**config.mk**
```make
export PLATFORM = sky130hd
export DESIGN_NAME = md_issuer
export DESIGN_NICKNAME = d
export VERILOG_FILES = /design/src/rtl/md_issuer.sv
export SDC_FILE = /design/constraint.sdc
export NUM_CORES = 1
export LEC_CHECK = 0
export ABC_AREA = 1
export CAP_MARGIN = 20
export CELL_PAD_IN_SITES_DETAIL_PLACEMENT = 0
export CELL_PAD_IN_SITES_GLOBAL_PLACEMENT = 1
export CORE_MARGIN = 3
export CORE_UTILIZATION = 23
export CTS_CLUSTER_SIZE = 40
export DETAILED_ROUTE_END_ITERATION = 10
export PLACE_DENSITY_LB_ADDON = 0.1
export SYNTH_ARGS = -nofsm -noshare
export SYNTH_HDL_FRONTEND = slang
export SYNTH_SLANG_ARGS = --single-unit
```
**constraint.sdc**
```tcl
create_clock -name clk -period 1.55 [get_ports clk]
set_clock_uncertainty 0.15 [all_clocks]
set_input_delay 0.3875 -clock clk [delete_from_list [all_inputs] [get_ports clk]]
set_output_delay 0.3875 -clock clk [all_outputs]
set_load 0.02 [all_outputs]
```
**src/rtl/md_issuer.sv**
```systemverilog
// Issue controller between the pipeline and the multiply/divide unit:
// it starts mul/div operations, performs HI/LO moves and answers mfhi/mflo reads.
module md_issuer (
  input  logic        clk,
  input  logic        reset,
  input  logic        req_valid,
  input  logic [2:0]  req_op,
  input  logic [31:0] req_a,
  input  logic [31:0] req_b,
  output logic        req_ready,
  input  logic        flush,
  output logic        rsp_valid,
  output logic [31:0] rsp_data,
  output logic        err_divz,
  output logic        md_start,
  output logic [2:0]  md_op,
  output logic [31:0] md_rd1,
  output logic [31:0] md_rd2,
  input  logic        md_busy,
  input  logic [31:0] md_hi,
  input  logic [31:0] md_lo
);

  localparam logic [2:0] IDLE  = 3'd0;
  localparam logic [2:0] ISSUE = 3'd1;
  localparam logic [2:0] WAIT  = 3'd2;
  localparam logic [2:0] MOVE  = 3'd3;
  localparam logic [2:0] READ  = 3'd4;

  // op 6 doubles as the unit's abort command
  localparam logic [2:0] OP_ABORT = 3'd6;

  logic [2:0] state;
  logic [2:0] last_op;
  logic [2:0] md_op_q;
  logic       rsp_valid_q;
  logic       accept;
  logic       div_by_zero;

  assign req_ready   = (state == IDLE) & ~md_busy & ~flush & ~reset;
  assign accept      = req_valid & req_ready;
  assign div_by_zero = ~req_op[2] & req_op[1] & (req_b == '0);

  // flush must act in the very cycle it is seen, so these two are qualified after the flop
  assign rsp_valid = rsp_valid_q & ~flush;
  assign md_op     = (state == MOVE && flush) ? last_op : md_op_q;

  always_ff @(posedge clk) begin
    if (reset) begin
      state       <= IDLE;
      last_op     <= 3'd0;
      md_op_q     <= 3'd0;
      md_start    <= 1'b0;
      md_rd1      <= '0;
      md_rd2      <= '0;
      rsp_valid_q <= 1'b0;
      rsp_data    <= '0;
      err_divz    <= 1'b0;
    end else begin
      // NOTE: non-blocking defaults first; later assignments in the same block win,
      // which makes every pulse output one cycle wide without extra clearing logic.
      md_start    <= 1'b0;
      rsp_valid_q <= 1'b0;
      err_divz    <= 1'b0;
      md_op_q     <= last_op;

      case (state)
        IDLE: begin
          if (accept) begin
            md_rd1 <= req_a;
            md_rd2 <= req_b;
            if (!req_op[2]) begin
              if (div_by_zero) begin
                err_divz <= 1'b1;
              end else begin
                md_start <= 1'b1;
                md_op_q  <= req_op;
                last_op  <= req_op;
                state    <= ISSUE;
              end
            end else if (!req_op[1]) begin
              md_op_q <= req_op;
              state   <= MOVE;
            end else begin
              rsp_valid_q <= 1'b1;
              rsp_data    <= req_op[0] ? md_lo : md_hi;
              state       <= READ;
            end
          end
        end

        ISSUE, WAIT: begin
          if (flush) begin
            md_op_q <= OP_ABORT;
            state   <= IDLE;
          end else if (state == ISSUE) begin
            state <= WAIT;
          end else if (!md_busy) begin
            state <= IDLE;
          end
        end

        default: state <= IDLE;
      endcase
    end
  end

endmodule

```
==> impl_metrics.ini <==
[sta]
finalWorstSetupSlack_ps = -320
rsz0062_at_grt = true
maxSlewViolCount = 0
finalCritPeriodShare_pct = 121
setup_viol = 111
hold_violations = 0
tightest_slew_ps = 397
max_freq_mhz = 535
relSlewSlack_pct = 73.5
min_period_ps = 1870

[flow_run]
maxCapViolCount = 0

[cts]
clk_pin_slew_ps = 80
htreeDepth = 3
numClockSinks = 108
insertion_delay_ps = 350
cts_root_buf = clkbuf_16
numCtsBuffers = 9
cts_hold_buf = 0
clockBufferDepth = 2
tritoncts = done

[setup_path]
arrival_ps = 1330
worst_setup_path_end_kind = primary output
cp_num_buf_inv = 2
crit_required_ps = 1010
slowest_delay_ps = 340
worstPathMaxFanout = 6
crit_chain = inv_1, nor2_4, nand3_4, o21ai_2, buf_6
cp-start-kind = flip-flop
path_class = flip-flop to primary output
slowest_stage = dfxtp_2
crit_family = flip-flops

[yosys]
async_flop_share_pct = 0
yosys_warnings = 0
netlist_instances = 571
ys_types = 23
synth_area_per_cell_sq_um = 7.40
yosysSeqAreaShare_pct = 51.2
synth_edf_count = 0
synthFlopType = dfxtp_1
synth_nets = 707
ys_ff_latch = 108
synth_area_sq_um = 4230

[route]
wl_mm = 18.2
route.detailed.drc = 0
drt-pass1-iter-count = 4
first_iter_violations = 135
vias = 4985
wl_per_cell_um = 16.5
via_per_inst = 4.53
antenna_left = 0

[hold_path]
min_path_type = input port to flip-flop

[pwr]
ir_worst_vdd_uv = 703
p_leak_uw = 0.00353
report.power.total_uw = 7630
powerDensity_nw_per_um2 = 873

[floorplan]
ios = 239
initial_core_util_pct = 23.9
dieArea_sq_um = 20000
rows = 48
die_y_um = 142
design.core.area_sq_um = 17700
die_x_um = 142

[global_route]
grt_first_pass_wirelength_mm = 27.5
grt_overflow = 0
antenna_found_initial = 0
grt_max_degree = 40
track_usage_pct = 17.3
grt_pass1_vias = 5159

[placed_design]
place_area_sq_um = 7100
gp_congestion = 0.771
dp_hpwl_mm = 10.9
io_buffer_count = 238

[status]
status = finished, violations left
violations = negative setup slack

[layout]
areaGrowthSynthToFinish_pct = 107
final_core_util_pct = 49.5
drive_gt1_share_pct = 39.0
fin_area_sq_um = 8740
num-nets-final = 1006
num_antenna_cells = 0
layout by cell type (no fill, tap or decap), drive strengths merged:
cell type | Yosys | routed
nand2 | 96 | 96
nand3 | 10 | 10
bufinv | 0 | 2
dfxtp | 108 | 108
o21ai | 104 | 104
inv | 14 | 17
nor4 | 1 | 1
clkinvlp | 0 | 2
o221ai | 1 | 1
clkdlybuf4s15 | 0 | 43
clkinv | 0 | 1
clkbuf | 22 | 33
dlygate4sd2 | 0 | 2
a21oi | 6 | 6
clkdlybuf4s50 | 0 | 132
nand3b | 1 | 1
buf | 16 | 124
nor3 | 1 | 1
nor2 | 159 | 159
a31oi | 32 | 32
tightest hold or removal path: stages:
cell and delay [ps]:
buf_2 140, o21ai_2 80, nand3_2 70, a21oi_2 40
repair_timing:
| action | CTS | global route |
|---|---|---|
| gates resized for setup | 523 | 137 |
| cloned | 18 | 7 |
| endpoints found under the setup margin | 210 | 154 |
| buffers inserted | 22 | 6 |
| pin swaps | 33 | 37 |
| hold endpoints to repair | 0 | 0 |
per-layer routing:
layer / up-vias / routed length [um] / track usage (%)
li1: 2495 / - / -
met1: 2312 / 7450 / 20.2
met2: 161 / 9050 / 30.3
met3: 17 / 1350 / 5.90
met4: 0 / 308 / 4.34
met5: - / 0 / 0
power by group:
part / internal, uW / switching (uW) / leakage, uW
Combinational: 1100 / 974 / 0.00250
Sequential: 2910 / 82.1 / 0.000876
Clock: 1430 / 1130 / 0.000152
path summary, 6_finish.rpt:
| check | end | from | cells after the start | slack, ps |
|---|---|---|---|---|
| worst max-delay path | md_op[1] | state[0] | 5 | -320 |
| worst min-delay path | state[1] | flush | 4 | 260 |
| worst max register to register | md_rd2[5] | state[1] | 11 | -310 |
| worst min register to register | md_rd2[30] | md_rd2[30] | 2 | 330 |
sequential cells by signal, summed over array words and instances, names as in the netlist:
signal	cells
md_rd1	32
md_rd2	32
rsp_data	32
last_op	3
md_op_q	3
state	3
err_divz	1
md_start	1
rsp_valid_q	1
kinds of logic (layout without fill, tap and decap cells):
group                  after synthesis  in the layout  synth area share, %
AOI/OAI and AO/OA                  143            143                 18.0
and+or+nand+nor                    268            268                 25.0
DFF                                108            108                 51.2
buffers and inverters               52            356                 5.86
through the flow:
| step | cells | setup TNS, ps | hold WS, ps | setup slack (ps) |
|---|---|---|---|---|
| 2_1_floorplan | 571 | -324 | 295 | -108 |
| 3_3_place_gp | 1038 | -76480 | 313 | -996 |
| 3_5_place_dp | 1038 | -78110 | 320 | -1050 |
| 4_1_cts | 1094 | -28050 | 293 | -332 |
| 5_1_grt | 1100 | -37050 | 263 | -419 |
| 6_report | 1100 | -26180 | 257 | -320 |
cell usage after synthesis, types with 2 or more instances:
cell type,n,area [sq um]
a21oi_1,6,30.0
a31oi_1,32,200
buf_2,6,30.0
buf_4,6,45.0
buf_6,3,33.8
clkbuf_1,22,82.6
dfxtp_1,108,2160
inv_1,12,45.0
inv_2,2,7.51
nand2_1,95,357
nand3_1,9,45.0
nor2_1,157,589
o21ai_0,79,395
o21ai_1,25,125
final cells by class:
cell class,instances,area (sq um)
Tap cell,225,282
Timing Repair inverter,1,16.3
Timing Repair Buffer,325,3500
Multi-Input combinational cell,411,2370
Sequential cell,108,2170
Fill cell,1686,8920
Inverter,14,71.3
Clock inverter,7,97.6
Clock buffer,9,225
No activity file was read; power rests on OpenSTA's default activity.
